--- config.mk ---
export PLATFORM = sky130hd
export DESIGN_NAME = fifo_wr_arbiter
export DESIGN_NICKNAME = d
export VERILOG_FILES = /design/src/rtl/fifo_wr_arbiter.sv
export SDC_FILE = /design/constraint.sdc
export NUM_CORES = 1
export LEC_CHECK = 0
export ABC_AREA = 1
export CORE_MARGIN = 10
export CORE_UTILIZATION = 51
export DETAILED_ROUTE_END_ITERATION = 10
export PLACE_DENSITY = 0.91
export SLEW_MARGIN = 25
export SYNTH_ARGS = -nofsm -noshare
export SYNTH_HDL_FRONTEND = slang
export SYNTH_SLANG_ARGS = --single-unit
export TNS_END_PERCENT = 10
--- constraint.sdc ---
create_clock -name clk -period 5.9 [get_ports clk]
set_input_delay 1.18 -clock clk [delete_from_list [all_inputs] [get_ports clk]]
set_output_delay 1.18 -clock clk [all_outputs]
set_load 0.02 [all_outputs]
--- src/rtl/fifo_wr_arbiter.sv ---
// fifo_wr_arbiter
// Round-robin, packet-atomic write arbiter that shares one FIFO write port
// among N_REQ producers. Each accepted beat is tagged with its source ID.
// A credit counter tracks free FIFO entries so that no write is issued that
// the FIFO would drop.
//
// Ports
//   clk, rst_n      clock, asynchronous active-low reset (shared with FIFO)
//   req_valid       per-requester beat valid
//   req_last        per-requester end-of-packet marker
//   req_data        packed payloads, requester i at [i*DATA_WIDTH +: DATA_WIDTH]
//   req_ready       per-requester ready (combinational)
//   fifo_wr_en      registered write enable to the FIFO
//   fifo_data_in    registered {id, payload} to the FIFO
//   rd_credit       one pulse per FIFO read actually performed
//   credits         free FIFO entries as seen by the arbiter (0..D)
//   grant_id        current / most recent owner
//   busy            high while a multi-beat packet holds the grant
//   overflow_err    sticky: rd_credit seen while credits == D
//
// state  | meaning
// IDLE   | no packet in flight, round-robin pick from ptr each cycle
// LOCK   | multi-beat packet in flight, only the owner may transfer
module fifo_wr_arbiter #(
    parameter int N_REQ      = 4,
    parameter int DATA_WIDTH = 8,
    parameter int ADDR_WIDTH = 8,
    parameter int ID_WIDTH   = 2
) (
    input  logic                           clk,
    input  logic                           rst_n,
    input  logic [N_REQ-1:0]               req_valid,
    input  logic [N_REQ-1:0]               req_last,
    input  logic [N_REQ*DATA_WIDTH-1:0]    req_data,
    output logic [N_REQ-1:0]               req_ready,
    output logic                           fifo_wr_en,
    output logic [ID_WIDTH+DATA_WIDTH-1:0] fifo_data_in,
    input  logic                           rd_credit,
    output logic [ADDR_WIDTH:0]            credits,
    output logic [ID_WIDTH-1:0]            grant_id,
    output logic                           busy,
    output logic                           overflow_err
);

    localparam logic [0:0] S_IDLE = 1'b0;
    localparam logic [0:0] S_LOCK = 1'b1;

    localparam logic [ADDR_WIDTH:0]  DEPTH   = {1'b1, {ADDR_WIDTH{1'b0}}};
    localparam logic [ID_WIDTH-1:0]  LAST_ID = ID_WIDTH'(N_REQ - 1);
    localparam logic [N_REQ-1:0]     ONE_HOT = N_REQ'(1);

    logic [0:0]                     state_q, state_d;
    logic [ID_WIDTH-1:0]            ptr_q, ptr_d;
    logic [ID_WIDTH-1:0]            owner_q, owner_d;
    logic [ADDR_WIDTH:0]            credits_q, credits_d;
    logic                           wr_en_q, wr_en_d;
    logic [ID_WIDTH+DATA_WIDTH-1:0] data_q, data_d;
    logic                           ovf_q, ovf_d;

    logic                           win_found;
    logic [ID_WIDTH-1:0]            win_id;
    logic [ID_WIDTH-1:0]            sel_id;
    logic                           grant_ok;
    logic                           accept;
    logic                           acc_last;
    logic [ID_WIDTH-1:0]            next_ptr;
    int                             idx;

    // First valid requester searching upward from ptr, with wrap.
    always_comb begin
        win_found = 1'b0;
        win_id    = '0;
        idx       = 0;
        for (int k = 0; k < N_REQ; k++) begin
            idx = int'(ptr_q) + k;
            if (idx >= N_REQ) idx = idx - N_REQ;
            if (!win_found && req_valid[idx]) begin
                win_found = 1'b1;
                win_id    = ID_WIDTH'(idx);
            end
        end
    end

    always_comb begin
        sel_id   = (state_q == S_IDLE) ? win_id : owner_q;
        // Ready is only offered to a requester that is actually valid.
        grant_ok = (credits_q != '0) && rst_n &&
                   ((state_q == S_IDLE) ? win_found : req_valid[owner_q]);
        req_ready = grant_ok ? (ONE_HOT << sel_id) : '0;
        accept    = grant_ok;
        acc_last  = req_last[sel_id];
        next_ptr  = (sel_id == LAST_ID) ? '0 : sel_id + 1'b1;
    end

    always_comb begin
        state_d   = state_q;
        ptr_d     = ptr_q;
        owner_d   = owner_q;
        wr_en_d   = accept;
        data_d    = data_q;
        credits_d = credits_q;
        ovf_d     = ovf_q;

        if (accept) begin
            data_d  = {sel_id, req_data[sel_id*DATA_WIDTH +: DATA_WIDTH]};
            owner_d = sel_id;
            if (acc_last) begin
                state_d = S_IDLE;
                ptr_d   = next_ptr;
            end else begin
                state_d = S_LOCK;
            end
        end

        // Reads can only free entries that were written, so a credit at
        // full count is an upstream error; saturate and flag it.
        if (rd_credit && credits_q == DEPTH) ovf_d = 1'b1;

        case ({accept, rd_credit})
            2'b10:   credits_d = credits_q - 1'b1;
            2'b01:   credits_d = (credits_q == DEPTH) ? credits_q : credits_q + 1'b1;
            default: credits_d = credits_q;
        endcase
    end

    always_ff @(posedge clk or negedge rst_n) begin
        if (!rst_n) begin
            state_q   <= S_IDLE;
            ptr_q     <= '0;
            owner_q   <= '0;
            credits_q <= DEPTH;
            wr_en_q   <= 1'b0;
            data_q    <= '0;
            ovf_q     <= 1'b0;
        end else begin
            state_q   <= state_d;
            ptr_q     <= ptr_d;
            owner_q   <= owner_d;
            credits_q <= credits_d;
            wr_en_q   <= wr_en_d;
            data_q    <= data_d;
            ovf_q     <= ovf_d;
        end
    end

    assign fifo_wr_en   = wr_en_q;
    assign fifo_data_in = data_q;
    assign credits      = credits_q;
    assign grant_id     = owner_q;
    assign busy         = (state_q == S_LOCK);
    assign overflow_err = ovf_q;

endmodule

==> impl_metrics.yaml, run 1 <==
setup_path:
  cp-start-kind: "primary input"
  cp_max_fo: 13
  arrival_ns: 3.92
  cp-end-kind: "output pin"
  rrSetupSlack_ns: 2.17
  worstSetupPathType: "in2out"
  r2r_end: "credits[7]"
  worstReg2RegStart: "ptr_q[0]"
  reg2reg_depth: 22
  critPathRequiredTime_ns: 4.72
yosys:
  yosys_warnings: 0
  syn_nets: 401
  ys_types: 31
  synth.largest_area_cell: "dfrtp_1"
  synth_top_cell_area_share_pct: 26.0
  mappedNetlistArea_sq_um: 2210
  ys_ff_latch: 24
  synthCells: 345
  ys_top_cells_by_area: "dfrtp_1 26%, nand2_1 22%, inv_1 9.0%, ha_1 6.8%, nand3_1 5.9%"
  seq_area_frac_synth_pct: 27.2
  synth.avg_cell_area_sq_um: 6.42
final_layout:
  n_fill_cell: 348
  final_common_cell: "nand2_1"
  fin_nets: 464
  antenna_cells_inserted: 0
  multi_input_area_sq_um: 1290
  final_cell_mix: "128 x nand2_1, 70 x clkdlybuf4s50_1, 53 x inv_1"
  syn2layout_area_growth_pct: 33.4
  drive_above_1_share_pct: 6.88
  fin_util_pct: 72.3
  ff_latch_area_sq_um: 602
pwr:
  powerDensity_nw_per_um2: 633
  p_total_w: 0.00187
  leakage_nw: 1.54
  ir_worst_vdd_mv: 0.295
timing:
  finClkSkew_ns: 0.00482
  period_needed_ns: 5.10
  drv_slew: 0
  period_share_pct: 86.4
  slew_headroom_pct: 62.2
  setup_viol_count_final: 0
  fmax_ghz: 0.196
  worstMarginPinSlew_ns: 0.567
  final.setup.tns_ns: 0
  hold_viol: 0
  rsz0062_at_grt: "false"
die:
  io_pins: 71
  die_w_um: 85.9
  start_util_pct: 54.2
  fp.dieArea_sq_um: 7380
  die_h_um: 85.9
  rows: 23
  core_sq_um: 4090
clock_tree:
  cts_tree: "built"
  clock-sinks: 24
  root_buffer: "clkbuf_8"
  cts_buffers: 3
  cts_resized: 0
  clkTransAtPathRegs_ns: 0.09
  worst_skew_pair.late_latency_ns: 0.27
  h-tree-depth: 1
  cts_setup_buffers: 0
  cts-hold-fix-buffers: 0
  clk_path_buf_depth: 2
grt:
  grt_max_degree: 33
  grt_first_pass_wirelength_um: 10400
  antenna_found_initial: 0
  grt_usage_pct: 16.7
  globalRoute.totalOverflow: 0
  grt_pass1_vias: 2299
drt:
  routed_wl_um: 6030
  drc: 0
  drt_iter0_drc: 111
  vias_per_cell: 5.10
  wl_per_cell_um: 13.2
  drtPass1Iterations: 4
  ant_nets: 0
  vias: 2332
placed_design:
  numPortBuffers: 70
  place_congestion: 0.903
  dp_hpwl_um: 4700
hold_path:
  min-delay-start: "fifo_data_in[3]"
  holdPathEnd: "fifo_data_in[3]"
  min_delay_path_depth: 2
  hold_class: "reg2reg"
flow_run:
  max-cap-violations: 0
status:
  status: "finished clean"
==> report_power, final <==
group	internal (W)	leakage [nW]	switching (W)	total (W)
sequential	0.000253	0.292	0.0000856	0.000339
clock	0.0000908	0.0357	0.0000568	0.000148
combinational	0.000535	1.21	0.000848	0.00138
==> area by class of cell <==
type / count / area share, %
tap: 50 / 2.12
sequential: 24 / 20.4
multi-input combinational: 251 / 43.7
inverter: 56 / 7.12
clock buffer: 3 / 1.40
timing repair buffer: 72 / 24.2
clock inverter: 1 / 1.02
==> registers in the layout, indices dropped and copies added (netlist names) <==
| name | count |
|---|---|
| fifo_data_in | 8 |
| credits | 9 |
| busy | 1 |
| ptr_q | 2 |
| grant_id | 2 |
| fifo_wr_en | 1 |
| overflow_err | 1 |
==> how the worst max path moves through the flow <==
stage,startpoint,to,slack (ns),cells after the start
2_1_floorplan,req_valid[3],req_ready[3],2.17,13
3_3_place_gp,req_valid[3],req_ready[1],0.90,16
3_5_place_dp,req_valid[3],req_ready[0],0.83,16
4_1_cts,req_valid[1],req_ready[1],0.80,16
5_1_grt,req_valid[1],req_ready[1],0.53,16
6_report,req_valid[3],req_ready[1],0.80,16
==> cells in the mapped netlist, drive strengths merged <==
master / number
a21boi: 1
a21oi: 5
buf: 11
clkbuf: 3
dfrtp: 23
dfstp: 1
fa: 1
ha: 12
inv: 56
nand2: 137
nand3: 32
nand3b: 8
nand4: 1
nor2: 21
nor4: 1
o211ai: 3
o21ai: 23
o21bai: 1
or2: 1
xnor2: 1
xor2: 3
==> routing by layer <==
metal  global-route usage (%)  up-vias  wire length, um
li1                         -     1185                -
met3                     7.00       15              643
met1                     19.6     1035             2520
met5                        0        -                0
met4                     5.99        0              131
met2                     26.6       97             2740
==> cells by family after synthesis <==
logic type,share of synthesized area (%)
AOI/OAI and AO/OA,8.20
xor gates and xnor gates,1.58
adders and majority gates,7.69
buffers and inverters,14.5
DFF,27.2
and+or+nand+nor,40.9
==> metrics by stage <==
stage                     area [sq um]  setup slack (ns)  cells  hold WS (ns)
final                             2950             0.800    457         0.490
after detailed placement          2880             0.833    453         0.465
after global routing              2950             0.526    457         0.536
after global placement            2880             0.897    453         0.462
after CTS                         2950             0.797    457         0.495
after floorplan                   2210              2.17    345         0.506
==> critical path, stage by stage <==
cell	delay, ns
clkdlybuf4s50_1	0.42
inv_1	0.09
nand2_1	0.08
nand3_2	0.11
nand2_2	0.09
nor2_4	0.16
nand3_1	0.09
nand2_1	0.06
inv_1	0.04
nand2_1	0.06
nand2_1	0.28
inv_2	0.33
ha_1	0.19
inv_1	0.04
nor2_1	0.09
clkdlybuf4s50_1	0.61
Power figures use the tool's default switching activity.
==> run 2, diff against run 1 <==
--- a/config.mk
+++ b/config.mk
@@ -9,6 +9,8 @@
 export CORE_MARGIN = 10
 export CORE_UTILIZATION = 51
 export DETAILED_ROUTE_END_ITERATION = 10
+export GPL_TIMING_DRIVEN = 1
+export MAX_ROUTING_LAYER = met4
 export PLACE_DENSITY = 0.91
 export SLEW_MARGIN = 25
 export SYNTH_ARGS = -nofsm -noshare
==> constraint.sdc (replaced) <==
create_clock -name clk -period 6 [get_ports clk]
set_input_delay 1.2 -clock clk [delete_from_list [all_inputs] [get_ports clk]]
set_output_delay 1.2 -clock clk [all_outputs]
set_load 0.02 [all_outputs]
==> run 2 against run 1 <==
Via count down 1.1%. Sequential power fell by 2%. Clock-buffer cell count stayed put. Worst hold slack worse by 0.00072 ns. Worst setup slack better by 0.078 ns. Non-clock buffer count stayed put. Register-to-register slack better by 0.17 ns. Sequential cell count did not move. Cell count did not move. Clock skew fell by 0.0011 ns. Global-route usage increased by 0.34 points. Largest cell class unchanged. Highest routed layer unchanged.
==> impl_metrics.yaml, run 2 (same netlist as run 1, synthesis figures left out) <==
status:
  status: "finished clean"
placed_design:
  dp_hpwl_um: 4750
  numPortBuffers: 70
  dp_cells: 453
  place_congestion: 0.883
timing:
  rsz0062_at_grt: "false"
  finClkSkew_ns: 0.00369
  hold_viol: 0
  worstMarginPinSlew_ns: 0.567
  period_share_pct: 85.4
  period_needed_ns: 5.12
  final.setup.tns_ns: 0
  drv_slew: 0
  setup_viol_count_final: 0
  slew_headroom_pct: 62.2
  fmax_ghz: 0.195
setup_path:
  cpMostUsedCell: "nand2_1"
  reg2reg_depth: 22
  cp-startpoint: "req_valid[3]"
  worstReg2RegStart: "ptr_q[0]"
  rrSetupSlack_ns: 2.34
  worstSetupPathType: "in2out"
  cp-end-kind: "output pin"
  arrival_ns: 3.92
  cp_slowest_cell: "clkdlybuf4s50_1"
  critPathRequiredTime_ns: 4.80
  cp-start-kind: "primary input"
  path_cells: "clkdlybuf4s50_1 > inv_1 > nand2_1 > nand3_2 > nand2_2 > nor2_4 > nand3_1 > nand2_1 > inv_1 > nand2_1 > nand2_1 > inv_2 > ha_1 > inv_1 > nor2_1 > clkdlybuf4s50_1"
  r2r_end: "credits[7]"
  critPathMaxStageDelay_ns: 0.61
  cp_max_fo: 13
drt:
  drc: 0
  vias_per_cell: 5.05
  drtPass1Iterations: 4
  drt_iter0_drc: 107
  vias: 2307
  wl_per_cell_um: 13.2
  ant_nets: 0
  routed_wl_um: 6030
final_layout:
  n_fill_cell: 325
  antenna_cells_inserted: 0
  multi_input_area_sq_um: 1290
  largest_reg_flops: 9
  fin_nets: 464
  drive_above_1_share_pct: 6.88
  final_common_cell: "nand2_1"
  stdcell_count: 457
  syn2layout_area_growth_pct: 33.4
  ff_latch_area_sq_um: 602
  final_cell_mix: "128 x nand2_1, 70 x clkdlybuf4s50_1, 53 x inv_1"
die:
  die_h_um: 85.9
  rows: 23
  core_sq_um: 4090
  fp.dieArea_sq_um: 7380
  die_w_um: 85.9
  io_pins: 71
  start_util_pct: 54.2
clock_tree:
  cts-hold-fix-buffers: 0
  root_buffer: "clkbuf_8"
  worst_skew_pair.late_latency_ns: 0.27
  clkTransAtPathRegs_ns: 0.09
  clock-sinks: 24
  cts_tree: "built"
  clk_path_buf_depth: 2
  cts_setup_buffers: 0
  h-tree-depth: 1
  cts_resized: 0
  cts_buffers: 3
grt:
  grtUsageMet3_pct: 5.87
  grt_use_met2_pct: 26.6
  top_usage_layer: "met2"
  grt_usage_pct: 17.1
  use_met1_pct: 20.4
  grt_max_degree: 33
  grt_pass1_vias: 2339
  globalRoute.totalOverflow: 0
  antenna_found_initial: 0
  grt_first_pass_wirelength_um: 10500
pwr:
  powerDensity_nw_per_um2: 621
  ir_worst_vdd_mv: 0.276
  leakage_nw: 1.54
hold_path:
  holdPathEnd: "fifo_data_in[1]"
  min-delay-start: "fifo_data_in[1]"
  min_delay_path_depth: 2
  hold_class: "reg2reg"
flow_run:
  max-cap-violations: 0
-- run 2: metrics by stage --
step / utilization [%] / power, W / cell area, sq um / hold WS, ns / worst slack, ns
after floorplan: - / 0.00137 / 2210 / 0.506 / 2.23
after global placement: 70.5 / 0.00165 / 2880 / 0.464 / 0.944
after detailed placement: 70.5 / 0.00169 / 2880 / 0.469 / 0.907
after CTS: 72.3 / 0.00184 / 2950 / 0.492 / 0.896
after global routing: 72.3 / 0.00204 / 2950 / 0.512 / 0.601
final: 72.3 / 0.00183 / 2950 / 0.489 / 0.878
-- run 2: worst max-delay path, delay by kind of cell --
family                   cells  cell delay [ns]
AND/OR/NAND/NOR              9             0.98
adder cells (fa/ha/maj)      1             0.20
buffers and inverters        6             1.52
-- run 2: layout make-up --
type / instances / share of cell area (%)
Inverter: 56 / 7.12
Tap cell: 50 / 2.12
Clock inverter: 1 / 1.02
Timing Repair Buffer: 72 / 24.2
Sequential cell: 24 / 20.4
Multi-Input combinational cell: 251 / 43.7
Clock buffer: 3 / 1.40
-- run 2: worst max path at each step --
stage,slack (ns),cells after the start,endpoint
after floorplan,2.23,13,req_ready[3]
after global placement,0.94,16,req_ready[1]
after CTS,0.90,16,req_ready[0]
after detailed placement,0.91,16,req_ready[0]
final,0.88,16,req_ready[0]
after global routing,0.60,16,req_ready[0]
-- run 2: report_power, final --
part           switching, W  leakage [nW]  internal, W
clock network     0.0000559        0.0357    0.0000892
logic              0.000828          1.21     0.000527
registers         0.0000841         0.292     0.000249
-- run 2: layer usage --
layer  wire length (um)  vias up
met5                  0        -
met1               2670     1038
met4                 93        0
met3                529       10
li1                   -     1182
met2               2740       77
